<file path="src/rtl/gf256_pkg.sv">
// GF(256) arithmetic helpers and constants shared by the RS(204,188) decoder stages.
// The field polynomial is x^8+x^4+x^3+x^2+1; GF_POLY holds its low byte.
package gf256_pkg;

  localparam logic [7:0] GF_POLY = 8'h1D;
  localparam int         N_POS   = 204;
  localparam int         T       = 8;

  typedef enum logic [1:0] {
    ST_IDLE = 2'd0,
    ST_SCAN = 2'd1,
    ST_DONE = 2'd2
  } chien_state_e;

  function automatic logic [7:0] gf_mul_alpha(input logic [7:0] a);
    return {a[6:0], 1'b0} ^ (a[7] ? GF_POLY : 8'h00);
  endfunction

  // a * alpha^k; with a constant k this folds into a fixed XOR network
  function automatic logic [7:0] gf_mul_const(input logic [7:0] a, input int k);
    logic [7:0] acc;
    acc = a;
    for (int i = 0; i < (k % 255); i++) begin
      acc = gf_mul_alpha(acc);
    end
    return acc;
  endfunction

endpackage

</file>
<file path="src/rtl/chien_search_const_mul.sv">
// Multiplies a GF(256) element by the fixed power alpha^K.
module gf_const_mul
  import gf256_pkg::*;
#(
  parameter int K = 1
) (
  input  logic [7:0] a_i,
  output logic [7:0] y_o
);

  assign y_o = gf_mul_const(a_i, K);

endmodule

</file>
<file path="src/rtl/chien_search.sv">
// Chien search for RS(204,188): evaluates the error locator at alpha^-p for p = 0..203
// and reports each root as X = alpha^p, in ascending p order.
module chien_search
  import gf256_pkg::*;
(
  input  logic       Clk,
  input  logic       Rst,
  input  logic       start,
  input  logic [7:0] lambda0,
  input  logic [7:0] lambda1,
  input  logic [7:0] lambda2,
  input  logic [7:0] lambda3,
  input  logic [7:0] lambda4,
  input  logic [7:0] lambda5,
  input  logic [7:0] lambda6,
  input  logic [7:0] lambda7,
  input  logic [7:0] lambda8,
  output logic [7:0] el1,
  output logic [7:0] el2,
  output logic [7:0] el3,
  output logic [7:0] el4,
  output logic [7:0] el5,
  output logic [7:0] el6,
  output logic [7:0] el7,
  output logic [7:0] el8,
  output logic [3:0] err_cnt,
  output logic       done,
  output logic       busy,
  output logic       fail
);

  chien_state_e state_q, state_d;
  logic [7:0] lam_s   [0:T];
  logic [7:0] r_q     [0:T];
  logic [7:0] r_d     [0:T];
  logic [7:0] r_mul_s [0:T];
  logic [7:0] el_q    [0:T-1];
  logic [7:0] el_d    [0:T-1];
  logic [7:0] x_q, x_d, x_mul_s;
  logic [7:0] p_q, p_d;
  logic [3:0] cnt_q, cnt_d, deg_q, deg_d, deg_s;
  logic       ovf_q, ovf_d;
  logic       done_q, done_d, busy_q, busy_d, fail_q, fail_d;
  logic [7:0] s_s;
  logic       last_s;

  assign lam_s[0] = lambda0;
  assign lam_s[1] = lambda1;
  assign lam_s[2] = lambda2;
  assign lam_s[3] = lambda3;
  assign lam_s[4] = lambda4;
  assign lam_s[5] = lambda5;
  assign lam_s[6] = lambda6;
  assign lam_s[7] = lambda7;
  assign lam_s[8] = lambda8;

  // r_k steps by alpha^-k each position, so r_k = lambda_k * alpha^(-k*p)
  for (genvar k = 0; k <= T; k++) begin : g_rmul
    gf_const_mul #(.K((255 - k) % 255)) u_rmul (.a_i(r_q[k]), .y_o(r_mul_s[k]));
  end

  gf_const_mul #(.K(1)) u_xmul (.a_i(x_q), .y_o(x_mul_s));

  always_comb begin
    s_s = 8'h00;
    for (int k = 0; k <= T; k++) begin
      s_s = s_s ^ r_q[k];
    end
  end

  always_comb begin
    deg_s = 4'd0;
    for (int k = 1; k <= T; k++) begin
      deg_s = (lam_s[k] != 8'h00) ? 4'(k) : deg_s;
    end
  end

  assign last_s = (p_q == 8'(N_POS - 1));

  always_ff @(posedge Clk) begin
    if (Rst) begin
      state_q <= ST_IDLE;
    end else begin
      state_q <= state_d;
    end
  end

  always_comb begin
    state_d = state_q;
    unique case (state_q)
      ST_IDLE: state_d = start ? ST_SCAN : ST_IDLE;
      ST_SCAN: state_d = last_s ? ST_DONE : ST_SCAN;
      ST_DONE: state_d = ST_IDLE;
      default: state_d = ST_IDLE;
    endcase
  end

  always_comb begin
    r_d    = r_q;
    el_d   = el_q;
    x_d    = x_q;
    p_d    = p_q;
    cnt_d  = cnt_q;
    deg_d  = deg_q;
    ovf_d  = ovf_q;
    done_d = 1'b0;
    busy_d = busy_q;
    fail_d = fail_q;
    unique case (state_q)
      ST_IDLE: begin
        if (start) begin
          r_d    = lam_s;
          x_d    = 8'h01;
          p_d    = 8'h00;
          cnt_d  = 4'd0;
          ovf_d  = 1'b0;
          deg_d  = deg_s;
          busy_d = 1'b1;
          fail_d = 1'b0;
          for (int i = 0; i < T; i++) begin
            el_d[i] = 8'h00;
          end
        end else begin
          busy_d = 1'b0;
        end
      end
      ST_SCAN: begin
        r_d = r_mul_s;
        x_d = x_mul_s;
        p_d = p_q + 8'd1;
        if (s_s == 8'h00) begin
          if (cnt_q < 4'(T)) begin
            el_d[cnt_q[2:0]] = x_q;
            cnt_d            = cnt_q + 4'd1;
          end else begin
            ovf_d = 1'b1;
          end
        end else begin
          ovf_d = ovf_q;
        end
        // the verdict must include a root found at the final position
        if (last_s) begin
          done_d = 1'b1;
          busy_d = 1'b0;
          fail_d = ovf_d | (cnt_d != deg_q) | (r_q[0] == 8'h00);
        end else begin
          busy_d = 1'b1;
        end
      end
      ST_DONE: busy_d = 1'b0;
      default: busy_d = 1'b0;
    endcase
  end

  always_ff @(posedge Clk) begin
    if (Rst) begin
      for (int k = 0; k <= T; k++) begin
        r_q[k] <= 8'h00;
      end
      for (int i = 0; i < T; i++) begin
        el_q[i] <= 8'h00;
      end
      x_q    <= 8'h00;
      p_q    <= 8'h00;
      cnt_q  <= 4'd0;
      deg_q  <= 4'd0;
      ovf_q  <= 1'b0;
      done_q <= 1'b0;
      busy_q <= 1'b0;
      fail_q <= 1'b0;
    end else begin
      r_q    <= r_d;
      el_q   <= el_d;
      x_q    <= x_d;
      p_q    <= p_d;
      cnt_q  <= cnt_d;
      deg_q  <= deg_d;
      ovf_q  <= ovf_d;
      done_q <= done_d;
      busy_q <= busy_d;
      fail_q <= fail_d;
    end
  end

  assign el1     = el_q[0];
  assign el2     = el_q[1];
  assign el3     = el_q[2];
  assign el4     = el_q[3];
  assign el5     = el_q[4];
  assign el6     = el_q[5];
  assign el7     = el_q[6];
  assign el8     = el_q[7];
  assign err_cnt = cnt_q;
  assign done    = done_q;
  assign busy    = busy_q;
  assign fail    = fail_q;

endmodule

</file>
<file path="config.mk">
export PLATFORM = sky130hd
export DESIGN_NAME = chien_search
export DESIGN_NICKNAME = d
export VERILOG_FILES = /design/src/rtl/gf256_pkg.sv /design/src/rtl/chien_search_const_mul.sv /design/src/rtl/chien_search.sv
export SDC_FILE = /design/constraint.sdc
export NUM_CORES = 1
export LEC_CHECK = 0
export CELL_PAD_IN_SITES_DETAIL_PLACEMENT = 0
export CELL_PAD_IN_SITES_GLOBAL_PLACEMENT = 1
export CORE_UTILIZATION = 35
export DETAILED_ROUTE_END_ITERATION = 12
export PLACE_DENSITY = 0.83
export SETUP_SLACK_MARGIN = 0.3
export SKIP_LAST_GASP = 1
export SLEW_MARGIN = 20
export SYNTH_ARGS = -nofsm -noshare
export SYNTH_HDL_FRONTEND = slang
export SYNTH_SLANG_ARGS = --single-unit
</file>
<file path="constraint.sdc">
create_clock -name Clk -period 6 [get_ports Clk]
set_input_delay 1.5 -clock Clk [delete_from_list [all_inputs] [get_ports Clk]]
set_output_delay 1.5 -clock Clk [all_outputs]
set_load 0.02 [all_outputs]
</file>
==> flow_summary.toml, run 1 <==
[final_layout]
layout-drive-gt1-share_pct = 4.64
fin_area_mm2 = 0.0106
diodes = 0
num-nets-final = 1207
syn2layout_area_growth_pct = 24.9
n_fill_cell = 2365
seq_area_mm2 = 0.00330
layout_commonest_cell = "dfxtp_1"
final_cell_mix = "dfxtp_1 (165), clkdlybuf4s50_1 (144), a21oi_1 (115), nand2_1 (114), nand3_1 (109)"
multi_input_area_mm2 = 0.00474

[synth]
synth_seq_area_share_pct = 38.8
ys.flop_type = "dfxtp_1"
yosys_warnings = 0
synth-seq-cells = 165
ys_types = 47
synthArstFlopShare_pct = 0
yosys.area.top_type_share_pct = 38.8
synth_area_leaders = "dfxtp_1 (39%), xnor2_1 (11%), a21oi_1 (6.8%)"
synthesis.area_mm2 = 0.00850
syn_area_per_cell_um2 = 7.98
synth_fp_nets = 1143
synth-edff-count = 0
synth_top_area_cell = "dfxtp_1"
synthCells = 1066

[timing]
tightest_slew_ns = 1.06
tns_ns = 0
timing_max_transition_violations_final = 0
slew-limit-headroom_pct = 28.8
min_period_ns = 3.64
grt_setup_unrepaired = "false"
max_freq_ghz = 0.275
finalCritPeriodShare_pct = 60.7
setup_viol = 0
finClkSkew_ns = 0.0107
hold_viol = 0

[pwr]
p_switching_uw = 901
seqPwrFrac_pct = 39.7
finalPower_uw = 3100
switching_share_pct = 29.0
combPwrFrac_pct = 22.5
p_leak_uw = 0.00366
power.internal_uw = 2200
clkPwrFrac_pct = 37.8
ir_drop_uv = 173
powerDensity_mw_per_mm2 = 292

[setup_path]
crit_required_ns = 6.35
cp_data_arrival_time_ns = 3.99
rr_endpoint = "el5[4]$_SDFFE_PP0P_"
r2r_start = "r_q[27]$_SDFFE_PP0P_"
worstSetupStartpoint = "start"
crit_path_end = "el5[4]$_SDFFE_PP0P_"
path_max_fanout = 64
path_class = "input pin to flip-flop"
crit_path_end_kind = "flip-flop"
r2r_cells = 8
critPathLaunchType = "input pin"
r2r_setup_slack_ns = 2.83

[detailed_routing]
dr.pass1.iters = 5
drc = 0
antenna_left = 0
via_per_inst = 5.33
drt_wl_total_mm = 24.9
post_drt_wl_per_cell_um = 17.0
drt_iter0_drc = 854
via_count = 7791

[clocking]
cts_resized = 0
cts_hold_buf = 0
numCtsBuffers = 17
insertion_delay_ns = 0.43
cts_root_buffer = "clkbuf_16"
cts_setup_buffers = 0
h-tree-depth = 4
clockBufferDepth = 2
clk_pin_slew_ns = 0.06
cts_tree = "done"
cts_sinks = 165

[die]
core_area_mm2 = 0.0237
io_pins = 146
rows = 56
initial_core_util_pct = 35.9
die_h_um = 158
die_w_um = 158
dieArea_mm2 = 0.0249

[global_routing]
grt_pass1_wl_mm = 39.0
grt_max_degree = 95
overflow = 0
grt_usage_pct = 20.2
antenna_found_initial = 0
grt_pass1_vias = 7290

[flow_run]
max-cap-violations = 0

[worst_hold_path]
min-delay-start = "el6[7]$_SDFFE_PP0P_"
hp-class = "flip-flop to flip-flop"

[place]
hpwl_mm = 16.9
routabilityCongestion = 0.842
portBuffers = 145
placed_area_mm2 = 0.00998

[run_status]
status = "complete, no violations"
-- critical path, stage by stage --
cell and delay [ns]:
clkdlybuf4s50_1 0.55, nor2_1 0.11, or2_2 0.32, nor2_1 0.41, a31o_2 0.23, buf_4 0.51, nand3_1 0.16, a21oi_1 0.18
-- area by class of cell --
class	instances	area share, %
well taps	319	3.76
multi-input cells	785	44.6
clock buffers	21	4.34
inverters	6	0.212
clock inverters	11	1.65
flip-flops and latches	165	31.1
repair buffers	155	14.3
-- registers in the layout, summed over array words and instances (netlist names) --
| register | flops |
|---|---|
| el5 | 8 |
| el2 | 8 |
| err_cnt | 4 |
| r_q | 72 |
| done | 1 |
| deg_q | 4 |
| state_q | 2 |
| el1 | 8 |
| p_q | 8 |
| el3 | 8 |
| x_q | 8 |
| el6 | 8 |
| el4 | 8 |
| ovf_q | 1 |
| el8 | 8 |
| el7 | 8 |
| fail | 1 |
-- stage by stage --
| stage | hold WS, ns | instances | util, % | worst slack [ns] |
|---|---|---|---|---|
| after detailed placement | 0.461 | 1430 | 42.2 | 2.00 |
| after floorplan | 0.438 | 1066 | - | 3.12 |
| after global placement | 0.451 | 1430 | 42.2 | 2.06 |
| final | 0.465 | 1462 | 44.8 | 2.36 |
| after CTS | 0.470 | 1462 | 44.8 | 2.41 |
| after global routing | 0.491 | 1462 | 44.8 | 2.18 |
-- Yosys cell counts, types with 2 or more instances --
cell / number
ha_1: 2
buf_2: 10
nor4_1: 14
dfxtp_1: 165
xnor3_1: 8
a22oi_1: 8
a222oi_1: 4
nand4_1: 14
xnor2_1: 102
nor3b_1: 2
a211oi_1: 11
a31o_2: 2
nor3_1: 11
a21oi_1: 115
o211ai_1: 11
o21ai_1: 4
xor2_1: 44
or4_1: 5
nor2_1: 106
and2_1: 10
nand3_1: 109
nor2b_1: 3
nand2b_1: 4
clkbuf_1: 77
clkbuf_2: 8
and3_1: 3
buf_1: 8
inv_1: 6
buf_4: 7
a311oi_1: 29
nand2_1: 115
o22ai_1: 2
a31oi_1: 2
o21ai_0: 32
-- power by group through the flow --
| stage | sequential (uW) | combinational (uW) | clock, uW |
|---|---|---|---|
| 6_report | 1230 | 699 | 1170 |
| 5_1_grt | 1240 | 763 | 1240 |
| 4_1_cts | 1230 | 699 | 1190 |
| 3_5_place_dp | 1260 | 693 | 0 |
| 3_3_place_gp | 1250 | 689 | 0 |
| 2_1_floorplan | 1200 | 579 | 0 |
-- how the worst min path moves through the flow --
stage | endpoint | slack, ns | depth (start not counted)
2_1_floorplan | ovf_q$_SDFFE_PP0P_ | 0.44 | 2
3_3_place_gp | ovf_q$_SDFFE_PP0P_ | 0.45 | 2
3_5_place_dp | el4[0]$_SDFFE_PP0P_ | 0.46 | 2
4_1_cts | el4[0]$_SDFFE_PP0P_ | 0.47 | 2
5_1_grt | el7[2]$_SDFFE_PP0P_ | 0.49 | 2
6_report | el6[7]$_SDFFE_PP0P_ | 0.47 | 2
-- cell families after synthesis --
| logic type | Yosys count | synth area share (%) |
|---|---|---|
| flip-flops | 165 | 38.8 |
| AO/OA/AOI/OAI | 228 | 16.4 |
| AND/OR/NAND/NOR | 401 | 21.6 |
| buffers and inverters | 116 | 5.69 |
| adder cells (fa/ha/maj) | 2 | 0.294 |
| XOR/XNOR | 154 | 17.2 |
-- per-layer routing --
metal	global-route usage, %	wire, um	up-vias
met4	6.10	361	0
met1	27.2	11200	3740
met5	0	0	-
met2	32.9	11900	221
met3	3.26	1400	26
li1	-	-	3804
No activity file was read; power rests on OpenSTA's default activity.
==> run 2: changes to the inputs <==
==> constraint.sdc (replaced) <==
create_clock -name Clk -period 3.7 [get_ports Clk]
set_input_delay 0.925 -clock Clk [delete_from_list [all_inputs] [get_ports Clk]]
set_output_delay 0.925 -clock Clk [all_outputs]
set_load 0.02 [all_outputs]
==> run 2 against run 1 <==
Net effect:
- count of clock-buffer cells in the layout unchanged
- first-iteration DRC count is 20% lower
- largest cell class unchanged
- via count is 0.51% lower
- utilization shrank 0.18 points
- sequential power increased by 63%
- die area did not move
- cell count up 0.34%
- combinational power grew 65%
- clock skew about the same
==> flow_summary.toml, run 2 (synthesis results as in run 1) <==
[place]
hpwl_mm = 17.2
portBuffers = 145
routabilityCongestion = 0.828

[worst_hold_path]
hp-class = "flip-flop to flip-flop"
min_path_cells = 2

[die]
dieArea_mm2 = 0.0249
core_area_mm2 = 0.0237
rows = 56
die_h_um = 158
io_pins = 146
initial_core_util_pct = 35.9
die_w_um = 158

[setup_path]
cp_slowest_stage_delay_ns = 0.50
path_cells = "xnor2_1, xnor3_1, xnor2_1, nor4_2, buf_4, a31o_2, buf_12, nand3_1, a21oi_1"
path_max_fanout = 64
path_buf_inv = 2
cp.depth = 9
crit_path_end_kind = "flip-flop"
crit_top_cell = "xnor2_1"
critical-path-top-delay-family = "XOR/XNOR gates"
r2r_cells = 9
crit_required_ns = 4.06
cp_data_arrival_time_ns = 3.21
path_class = "flip-flop to flip-flop"
slowest_stage = "nor4_2"
critPathLaunchType = "flip-flop"

[final_layout]
fin_util_pct = 44.7
num-nets-final = 1212
regMostFlops = "r_q"
diodes = 0
n_fill_cell = 2371
layout-drive-gt1-share_pct = 4.88
seq_area_mm2 = 0.00330
syn2layout_area_growth_pct = 24.4
final_cell_mix = "dfxtp_1 (165), clkdlybuf4s50_1 (144), a21oi_1 (115), nand2_1 (114), nand3_1 (109)"
largest_register_ffs = 72
multi_input_area_mm2 = 0.00474
layout_commonest_cell = "dfxtp_1"

[clocking]
cts_resized = 0
cts_setup_buffers = 0
insertion_delay_ns = 0.43
cts_tree = "done"
clockBufferDepth = 2
cts_root_buffer = "clkbuf_16"
numCtsBuffers = 17
cts_hold_buf = 0
clk_pin_slew_ns = 0.06
cts_sinks = 165
h-tree-depth = 4

[flow_run]
max-cap-violations = 0

[timing]
timing_max_transition_violations_final = 0
min_period_ns = 2.85
finalCritPeriodShare_pct = 77.1
setup_viol = 0
hold_viol = 0
slew-limit-headroom_pct = 47.0
finClkSkew_ns = 0.0110
tightest_slew_ns = 0.792
max_freq_ghz = 0.351
grt_setup_unrepaired = "false"
tns_ns = 0

[detailed_routing]
antenna_left = 0
post_drt_wl_per_cell_um = 16.9
via_per_inst = 5.28
drt_iter0_drc = 679
drt_wl_total_mm = 24.8
drc = 0
dr.pass1.iters = 5
via_count = 7751

[pwr]
ir_drop_uv = 344
powerDensity_mw_per_mm2 = 449
p_leak_uw = 0.00362

[global_routing]
grt_max_degree = 65
antenna_found_initial = 0
grt_pass1_vias = 7381
overflow = 0
grt_pass1_wl_mm = 39.3
grt_usage_pct = 20.2

[run_status]
status = "complete, no violations"
## run 2: cell types whose count changed in the layout (fill, tap and decap cells not counted)
cell        change
clkinvlp_4      +4
clkinv_2        +1
a31oi_4         +1
a31oi_2         -1
inv_6           +1
buf_4           +3
bufinv_16       -4
clkbuf_1        +2
clkbuf_8        -2
clkinv_4        -2
buf_12          +2
## run 2: area by class of cell
cell class / count / area share [%]
clock buffers: 21 / 4.16
inverters: 6 / 0.213
flip-flops and latches: 165 / 31.2
well taps: 319 / 3.77
repair buffers: 160 / 15.0
multi-input cells: 785 / 44.9
clock inverters: 11 / 0.769
## run 2: worst reg2reg max path: stages (launching register included)
cell	delay, ns
dfxtp_1	0.35
xnor2_1	0.29
xnor3_1	0.46
xnor2_1	0.15
nor4_2	0.50
buf_4	0.27
a31o_2	0.19
buf_12	0.26
nand3_1	0.13
a21oi_1	0.18
## run 2: final timing paths
check | startpoint | end | slack (ns)
setup / recovery | r_q[22]$_SDFFE_PP0P_ | el8[6]$_SDFFE_PP0P_ | 0.85
hold / removal | el7[4]$_SDFFE_PP0P_ | el7[4]$_SDFFE_PP0P_ | 0.47
setup reg to reg | r_q[22]$_SDFFE_PP0P_ | el8[6]$_SDFFE_PP0P_ | 0.85
hold reg to reg | el7[4]$_SDFFE_PP0P_ | el7[4]$_SDFFE_PP0P_ | 0.47
## run 2: power breakdown
group / internal [uW] / total [uW] / switching (uW) / leakage, uW
clock: 858 / 1600 / 743 / 0.000236
combinational: 554 / 1150 / 593 / 0.00204
sequential: 1860 / 2000 / 134 / 0.00135
## run 2: stage by stage
stage | std cells | cell area [um2] | power (uW) | setup slack (ns) | hold WS [ns]
2_1_floorplan | 1066 | 8500 | 2890 | 1.39 | 0.438
3_3_place_gp | 1435 | 10000 | 3160 | 0.411 | 0.455
3_5_place_dp | 1435 | 10000 | 3170 | 0.343 | 0.458
4_1_cts | 1467 | 10600 | 4770 | 0.699 | 0.467
5_1_grt | 1467 | 10600 | 4970 | 0.684 | 0.483
6_report | 1467 | 10600 | 4740 | 0.849 | 0.467
## run 2: metal layers
layer,track usage (%),vias up,routed length [um]
met2,32.4,199,11600
met5,0,-,0
met3,3.15,31,1340
met4,7.58,0,481
met1,27.3,3716,11300
li1,-,3805,-
==> run 3: changes to the inputs <==
==> constraint.sdc (replaced) <==
create_clock -name Clk -period 2.95 [get_ports Clk]
set_input_delay 0.7375 -clock Clk [delete_from_list [all_inputs] [get_ports Clk]]
set_output_delay 0.7375 -clock Clk [all_outputs]
set_load 0.02 [all_outputs]
==> run 3 against run 2 <==
Net effect:
- critical path depth decreased by 1
- register-to-register slack got worse by 0.40 ns
- hold slack got worse by 0.00089 ns
- fmax up 14%
- combinational power grew 31%
- global-route usage is 0.14 points lower
- via count increased by 0.32%
- die area is the same
- routed wire length is 0.46% higher
- largest power group unchanged
==> flow_summary.toml, run 3 (synthesis results as in run 1) <==
[run_status]
status = "complete, no violations"

[clocking]
insertion_delay_ns = 0.43
clockBufferDepth = 2
clk_pin_slew_ns = 0.07
cts_root_buffer = "clkbuf_16"
cts_hold_buf = 0
cts_sinks = 165
h-tree-depth = 4
cts_tree = "done"
numCtsBuffers = 17

[final_layout]
stdcell_count = 1485
diodes = 0
fin_area_mm2 = 0.0108
num-nets-final = 1230
largest_register_ffs = 72
regMostFlops = "r_q"
final_cell_mix = "dfxtp_1 (161), clkdlybuf4s50_1 (144), a21oi_1 (115), nand2_1 (114), nand3_1 (109)"
syn2layout_area_growth_pct = 27.1
layout-drive-gt1-share_pct = 7.20
layout_commonest_cell = "dfxtp_1"

[setup_path]
path_cells = "xnor2_1, xnor3_1, xnor2_1, nor4_4, buf_4, nand4_1, nand3_1, a21oi_1"
cp_data_arrival_time_ns = 2.82
cp_slowest_stage_delay_ns = 0.44
path_class = "flip-flop to flip-flop"
slowest_stage = "xnor3_1"
crit_required_ns = 3.26
worstSetupStartpoint = "r_q[35]$_SDFFE_PP0P_"
r2r_start = "r_q[35]$_SDFFE_PP0P_"
crit_top_cell = "xnor2_1"
critPathLaunchType = "flip-flop"
crit_path_end_kind = "flip-flop"
path_max_fanout = 8

[timing]
max_freq_ghz = 0.399
finClkSkew_ns = 0.0157
setup_viol = 0
hold_viol = 0
finalCritPeriodShare_pct = 84.9
tightest_slew_ns = 0.808
timing_max_transition_violations_final = 0
slew-limit-headroom_pct = 45.9
hold_ws_ns = 0.466
tns_ns = 0
min_period_ns = 2.51
grt_setup_unrepaired = "true"

[die]
dieArea_mm2 = 0.0249
die_w_um = 158
rows = 56
initial_core_util_pct = 35.9
die_h_um = 158
core_area_mm2 = 0.0237
io_pins = 146

[global_routing]
antenna_found_initial = 0
busiest_layer = "met2"
grt_max_degree = 56
gr-usage-met1_pct = 27.4
grt_pass1_vias = 7312
grtUsageMet3_pct = 3.28
grt_pass1_wl_mm = 39.2
use_met2_pct = 32.3
overflow = 0
grt_usage_pct = 20.1

[detailed_routing]
dr.pass1.iters = 5
drt_wl_total_mm = 24.9
via_per_inst = 5.24
post_drt_wl_per_cell_um = 16.7
via_count = 7776
drt_iter0_drc = 653
drc = 0
antenna_left = 0

[place]
placed_area_mm2 = 0.0102
routabilityCongestion = 0.824
portBuffers = 145
hpwl_mm = 17.7
place_inst = 1449

[pwr]
powerDensity_mw_per_mm2 = 567
finalPower_uw = 6130
p_leak_uw = 0.00377
ir_drop_uv = 284

[flow_run]
max-cap-violations = 0

[worst_hold_path]
min-delay-start = "el8[5]$_SDFFE_PP0P_"
hp-class = "flip-flop to flip-flop"
==> run 3: cell types whose count changed in the layout (fill, tap and decap cells not counted), sizes merged <==
| cell | before | now |
|---|---|---|
| clkbuf | 21 | 18 |
| clkinv | 4 | 6 |
| bufinv | 0 | 1 |
| buf | 16 | 34 |
| inv | 7 | 11 |
| clkinvlp | 6 | 2 |
==> run 3: worst max-delay path, delay by kind of cell, from the launching register on <==
kind                      cells  cell delay, ns
AOI/OAI and AO/OA             1            0.08
buffers and inverters         1            0.22
xor gates and xnor gates      3            0.81
and+or+nand+nor               3            0.91
DFF                           1            0.36
==> run 3: metal layers <==
| layer | vias to the layer above | routed length [um] | share of wire (%) |
|---|---|---|---|
| met2 | 217 | 11600 | 47 |
| met4 | 0 | 380 | 1.5 |
| met5 | - | 0 | 0 |
| met1 | 3672 | 11600 | 46 |
| li1 | 3861 | - | - |
| met3 | 26 | 1350 | 5.4 |
==> run 3: what timing repair did <==
action                                  4_1_cts  5_1_grt
endpoints found under the hold margin         0        0
endpoints found under the setup margin        0       61
setup buffers                                 0        4
gates resized for setup                       0        8
==> run 3: layout make-up <==
cell class              count  area (um2)
inverters                   6        22.5
repair buffers            178        1760
fillers                  2362       12900
multi-input cells         785        4760
clock inverters            14         126
well taps                 319         399
clock buffers              18         429
flip-flops and latches    165        3310
==> run 3: metrics by stage <==
stage | worst slack [ns] | util [%]
final | 0.445 | 45.6
after global routing | 0.293 | 45.6
after CTS | 0.303 | 45.4
after detailed placement | 0.275 | 43.0
after global placement | 0.276 | 43.0
after floorplan | 0.660 | -
==> run 3: path summary, 6_finish.rpt <==
check,to,slack [ns],depth (start not counted)
min reg2reg,el8[5]$_SDFFE_PP0P_,0.47,2
max,el5[0]$_SDFFE_PP0P_,0.44,8
max reg2reg,el5[0]$_SDFFE_PP0P_,0.44,8
min,el8[5]$_SDFFE_PP0P_,0.47,2
==> run 3: report_power, final <==
group | total [uW] | switching [uW] | internal [uW]
clock network | 2120 | 951 | 1170
registers | 2500 | 161 | 2340
logic | 1510 | 768 | 740
total | 6130 | 1880 | 4250
